## src/rtl/fifo_write_arbiter.sv

```systemverilog
// fifo_write_arbiter: round-robin burst arbiter sharing one FIFO write port among NumReq producers.
module fifo_write_arbiter #(
  parameter int DataSize = 3,
  parameter int NumReq   = 4,
  parameter int MaxBurst = 4
) (
  input  logic                         Wclk,
  input  logic                         Wreset,
  input  logic                         Enable,
  input  logic [NumReq-1:0]            ReqValid,
  input  logic [NumReq*DataSize-1:0]   ReqData,
  input  logic [NumReq-1:0]            ReqLast,
  output logic [NumReq-1:0]            ReqReady,
  input  logic                         full,
  output logic                         Push,
  output logic [DataSize-1:0]          DataIn,
  output logic [$clog2(NumReq)-1:0]    GrantId,
  output logic                         Busy
);
  localparam int IdW  = $clog2(NumReq);
  localparam int CntW = $clog2(MaxBurst + 1);
  typedef enum logic {IDLE, BURST} state_t;
  state_t          state_q, state_d;
  logic [IdW-1:0]  grant_q, grant_d, ptr_q, ptr_d, pick;
  logic [CntW-1:0] cnt_q, cnt_d;
  int              j;
  always_ff @(posedge Wclk or posedge Wreset) begin
    if (Wreset) begin
      state_q <= IDLE;
      grant_q <= '0;
      ptr_q   <= '0;
      cnt_q   <= '0;
    end else begin
      state_q <= state_d;
      grant_q <= grant_d;
      ptr_q   <= ptr_d;
      cnt_q   <= cnt_d;
    end
  end
  always_comb begin
    state_d  = state_q;
    grant_d  = grant_q;
    ptr_d    = ptr_q;
    cnt_d    = cnt_q;
    pick     = ptr_q;
    j        = 0;
    ReqReady = '0;
    Push     = 1'b0;
    DataIn   = '0;
    // scan from the far end so the index closest to the pointer wins
    for (int k = NumReq - 1; k >= 0; k--) begin
      j = int'(ptr_q) + k;
      j = (j >= NumReq) ? j - NumReq : j;
      if (ReqValid[j]) pick = IdW'(j);
    end
    if (state_q == IDLE) begin
      if (Enable && |ReqValid) begin
        grant_d = pick;
        cnt_d   = '0;
        state_d = BURST;
      end
    end else begin
      ReqReady[grant_q] = ~full;
      Push              = ReqValid[grant_q] & ~full;
      DataIn            = ReqData[grant_q*DataSize +: DataSize];
      if (Push) begin
        cnt_d = cnt_q + 1'b1;
        if (ReqLast[grant_q] || cnt_d == CntW'(MaxBurst)) begin
          state_d = IDLE;
          ptr_d   = (grant_q == IdW'(NumReq - 1)) ? '0 : grant_q + 1'b1;
        end
      end
    end
  end
  assign GrantId = grant_q;
  assign Busy    = (state_q == BURST);
endmodule

```

## config.mk

```make
export PLATFORM = sky130hd
export DESIGN_NAME = fifo_write_arbiter
export DESIGN_NICKNAME = d
export VERILOG_FILES = /design/src/rtl/fifo_write_arbiter.sv
export SDC_FILE = /design/constraint.sdc
export NUM_CORES = 1
export LEC_CHECK = 0
export BUFFER_PORTS_ARGS = -buffer_cell sky130_fd_sc_hd__buf_2
export CAP_MARGIN = 20
export CELL_PAD_IN_SITES_DETAIL_PLACEMENT = 1
export CELL_PAD_IN_SITES_GLOBAL_PLACEMENT = 2
export CORE_ASPECT_RATIO = 1.1
export CORE_UTILIZATION = 27
export DETAILED_ROUTE_END_ITERATION = 6
export PLACE_DENSITY = 0.86
export SLEW_MARGIN = 20
export SYNTH_ARGS = -nofsm -noshare
export SYNTH_HDL_FRONTEND = slang
export SYNTH_SLANG_ARGS = --single-unit
export TNS_END_PERCENT = 100
```

## constraint.sdc

```tcl
create_clock -name Wclk -period 2.84 [get_ports Wclk]
set_input_delay 0.142 -clock Wclk [delete_from_list [all_inputs] [get_ports Wclk]]
set_output_delay 0.142 -clock Wclk [all_outputs]
set_load 0.005 [all_outputs]
```

; ---- After elaboration in Yosys (flattened, before gate mapping)
; Index checks and enable logic that the tools add are counted.
[totals]
regBits = 8
inputBits = 24
word_cells = 77
[classes]
addsub = 9
n_mul = 1
n_lt_le_gt_ge = 10
eq_ne = 3
n_shift = 1
mux = 37
bitwise_logic = 4
n_reduce_logical = 8
[ops]
columns = op, count
row1 = $lt A32 B4 Y1 const B, 4
row2 = $mux W32, 4
row3 = $mux W1, 16
row4 = $bmux W1 S2, 6
row5 = $mux W3, 4
row6 = $shiftx A12 B5 Y3, 1
row7 = $sub A3 B3 Y4 const B, 3
row8 = $mux W2, 5
row9 = $ge A3 B3 Y1 const B, 3
row10 = $add A2 B2 Y3 const B, 2
row11 = $and A4 B4 Y4, 1
row12 = $mul A2 B2 Y4 const B, 1
row13 = $mux W4, 1
row14 = $reduce_and A2 Y1, 2
row15 = $reduce_or A4 Y1, 1
row16 = $sub A2 B3 Y4 const B, 1
row17 = $add A2 B1 Y3 const B, 1
row18 = $add A3 B1 Y3 const B, 1
row19 = $eq A3 B3 Y1 const B, 1
row20 = $ge A2 B3 Y1 const B, 1
row21 = $lt A2 B3 Y1 const B, 1
row22 = $reduce_and A3 Y1, 1
row23 = $add A2 B1 Y2 const B, 1
row24 = $demux W1 S2, 1
row25 = other kinds (8), 10

; ---- Depth between registers and ports, before layout
[logic_depth]
depth_word = 10
ltp_mapped = 6

; ---- Least setup slack after synthesis
; No wires, ideal clock.
[synth_timing]
path_kind = reg2reg
from = reg grant_q[0] (netlist: GrantId[0])
to = reg cnt_q[2]
setup_ns = 0.120
t_arrival_ns = 1.402
required_ns = 2.720
setup_slack_ns = 1.318
stages_incl_launch_ff = 6
path_buffers = 1
synth_period_minus_slack_ns = 1.522
path_cell_list = dfrtp_1 > buf_6 > mux4_2 > nand2_4 > a21oi_2 > a31o_1
[synth_between]
elab_chain_len = 5
[synth_lines]
columns = element, line_no
row1 = start: declaration, 24  ; logic [IdW-1:0] grant_q, grant_d, ptr_q, ptr_d, pick;
row2 = start signal: assignment, 35  ; grant_q <= grant_d;
row3 = $bmux W1 S2, 64  ; Push = ReqValid[grant_q] & ~full;
row4 = $mux W1 (not written as such), 64
row5 = $and A1 B1 Y1, 64
row6 = $ne A2 B1 Y1 (no source line), --
row7 = $reduce_and A2 Y1 (no source line), --
row8 = end signal: assignment, 37  ; cnt_q <= cnt_d;
row9 = end: declaration, 25  ; logic [CntW-1:0] cnt_q, cnt_d;
; Every way passes these cells. The select of a mux whose other input is x is not followed.
; A chain may end at the register's enable or synchronous reset.

; ---- Final worst setup path
[layout_timing]
from = reg grant_q[0] (netlist: GrantId[0])
to = out Push
[layout_between]
elab_chain_len = 4
[layout_lines]
columns = element, line_no
row1 = $bmux W1 S2, 64
row2 = $mux W1 (not written as such), 64
row3 = $and A1 B1 Y1, 64
row4 = $mux W1, 56  ; if (state_q == IDLE) begin
row5 = end: declaration, 15  ; output logic Push,
; Every way passes these cells. The select of a mux whose other input is x is not followed.

==> summary.txt <==
Status
  – Status: complete, no violations

Final layout
  – Register area: between 200 and 250 sq um
  – Nets: 140
  – Layout area overhead: 32.1%
  – N_diodes: 0
  – Area of the multi-input gates: 488 sq um
  – Layout cell share with drive strength beyond 1: 43.5%
  – Commonest non-fill, non-tap cell in the layout: buf_2
  – Fillers: 317
  – Most frequent cells in the layout: buf_2, dfrtp_1, o21ai_0, and2_1

Clock tree
  – Cts hold-fix bufs: 1
  – H-tree Lvls: 1
  – CTS Root Cell: clkbuf_4
  – Clock Pin Slew Worst Setup and Hold Paths: about 0.060 ns
  – CTS tree: yes
  – Worst-Skew Late Latency: 0.26 ns
  – Resize count post-CTS: 0
  – Clock sinks: 8
  – Num CTS Buffers: 3
  – Postcts setup bufs: 0
  – Bufs on Longest Clock Path: 2

STA
  – RSZ-0062 raised after global routing: false
  – Top achievable clock speed: approximately 0.51 GHz
  – Rel. slew slack: between 60% and 70%
  – Post-route minimum period: between 1.5 and 2 ns
  – Clock Skew: 0.00586 ns
  – Final hold vios: 0
  – Final Cycle Share: just under 70%
  – Worst-Margin Slew: between 0.4 and 0.5 ns
  – Total negative slack: 0 ns
  – Pins over their slew limit: 0
  – Setup Viol. Count Final: 0

Synth
  – Async S/R FF share, synth: 100%
  – Mapped Nets: slightly above 100
  – Seq/Total Area, Yosys: about 28%
  – Mean Syn Cell Area: around 10 sq um
  – Post-Synthesis Cells: slightly above 70
  – Synth Cell Area: roughly 720 sq um
  – Synth cell types: 28
  – Main synth FF type: dfrtp_1
  – EDFF count, synth: 0
  – Yosys reg bits: 8
  – Ys Warns: 0

Critical path
  – CP required: between 2 and 3 ns
  – Crit path max fanout: 11
  – Register-to-Register Path Depth: 4
  – CP endpoint kind: primary output
  – Crit path launch: GrantId[0]$_DFFE_PP0P_
  – Worst setup SP type: flip-flop
  – Setup CP Type: flip-flop to primary output
  – Worst endpoint data arrival time: roughly 1.8 ns
  – R2R setup slack: between 1 and 1.5 ns
  – Reg2reg start: GrantId[0]$_DFFE_PP0P_
  – Worst r2r dst: cnt_q[2]$_DFFE_PP0P_
  – Setup crit end: Push

Power
  – Net switching power of the design: between 300 and 400 uW
  – Switching Share: about 43%
  – Combinational Power Share: a little over half
  – Leakage power: 0.000487 uW
  – Int Pwr: 426 uW
  – Total power: about 740 uW
  – Cell Pwr Density: ~780 nW/um^2
  – Sequential share of power: a little over a third
  – Clk pwr share: 12.1%
  – Worst vdd ir: between 0.3 and 0.4 mV

Routing
  – WL met1: about 780 um
  – Post-route DRC: 0
  – Routed len/inst: between 10 and 15 um
  – Max layer used: met4
  – Antenna viol nets, final: 0
  – DRT iter0 DRCs: 6
  – Final wirelength: 1970 um
  – Met3 wire len: between 100 and 150 um
  – DRT Pass-1 Iters: 3
  – Vias per Instance: roughly 5
  – Met2 WL: 1010 um
  – Via count: 692

GRT
  – Global-route wire length before repair: 3330 um
  – Initial antenna violation count: 0
  – GR Overflow Total: 0
  – Vias in the first global route: 730
  – Largest net degree at the start of global routing: 12
  – All-Layer GR Usage: 15.5%

Floorplan
  – Die width: around 50 um
  – IO Count: 35
  – Initial core utilization: between 20 and 30%
  – Core area: roughly 2500 sq um
  – Rows: 19
  – Die H: around 56 um
  – Die area: 2870 sq um

Placement
  – Post-DP HPWL: around 1600 um
  – Port Buffer Count: 34
  – Final RePlAce weighted congestion: ~0.72

Hold path
  – Hold Startpoint: full
  – HP Class: input pin to flip-flop

Flow run
  – Max-Cap Viols: 0
==> critical path: stages, from the launching register on <==
cell	delay, ns
dfrtp_1	0.62
mux4_2	0.62
nand2_4	0.15
inv_2	0.06
buf_2	0.12
==> registers in the layout, indices dropped and copies added, names as in the netlist <==
| register | count |
|---|---|
| ptr_q | 2 |
| Busy | 1 |
| GrantId | 2 |
| cnt_q | 3 |
==> synthesized netlist by cell type (2+ instances only) <==
library cell,n,area share [%]
a21oi_1,3,2.1
a21oi_2,2,2.4
and2_1,7,6.1
dfrtp_1,8,28
ha_1,6,10
inv_1,4,2.1
mux4_1,3,11
mux4_2,2,6.3
nand2_1,6,3.1
nand2b_1,2,1.7
nand3_1,2,1.4
nor2b_1,2,1.7
nor3_1,2,1.4
o21ai_0,7,4.9
or2b_2,2,2.4
==> routing by layer <==
layer	GRT usage [%]	vias to the layer above
li1	-	334
met3	3.01	4
met2	27.4	31
met5	0	-
met4	8.73	0
met1	16.6	323
==> cells by family (layout without fill, tap and decap cells) <==
kind of cell	Yosys count	in the layout	share of synthesized area, %
simple gates	28	28	23.9
fa+ha+maj	6	6	10.5
xor+xnor	1	1	1.22
compound gates	17	17	15.2
mux	5	5	17.2
flops	8	8	27.9
buf+inv	6	43	4.18
==> worst min path at each step <==
stage	to	depth (start not counted)	slack, ns
4_1_cts	Busy$_DFF_PP0_	4	0.23
3_5_place_dp	cnt_q[1]$_DFFE_PP0P_	2	0.11
6_report	Busy$_DFF_PP0_	4	0.23
5_1_grt	Busy$_DFF_PP0_	4	0.25
2_1_floorplan	Busy$_DFF_PP0_	1	-0.04
3_3_place_gp	cnt_q[1]$_DFFE_PP0P_	2	0.10
==> metrics by stage <==
stage	hold slack (ns)	util [%]	std cells	setup slack (ns)	instance area, sq um
3_3_place_gp	0.102	36.3	135	1.17	916
5_1_grt	0.245	37.6	139	0.770	948
3_5_place_dp	0.111	36.3	135	1.12	916
6_report	0.228	37.6	139	0.875	948
2_1_floorplan	-0.0423	-	71	1.32	718
4_1_cts	0.226	37.6	139	0.852	948
==> power by group through the flow <==
stage / clock network, uW / registers, uW / logic [uW]
floorplan: 0 / 225 / 291
global placement: 0 / 260 / 379
detailed placement: 0 / 263 / 397
CTS: 92.2 / 261 / 400
global route: 97.7 / 275 / 443
finish: 89.9 / 259 / 394
==> cell type report <==
type | count | share of cell area, %
multi-input combinational | 57 | 51.5
inverter | 5 | 1.98
tap | 31 | 4.09
clock buffer | 3 | 2.37
timing repair buffer | 35 | 19.0
sequential | 8 | 21.1
(Power assumes the default switching activity.)
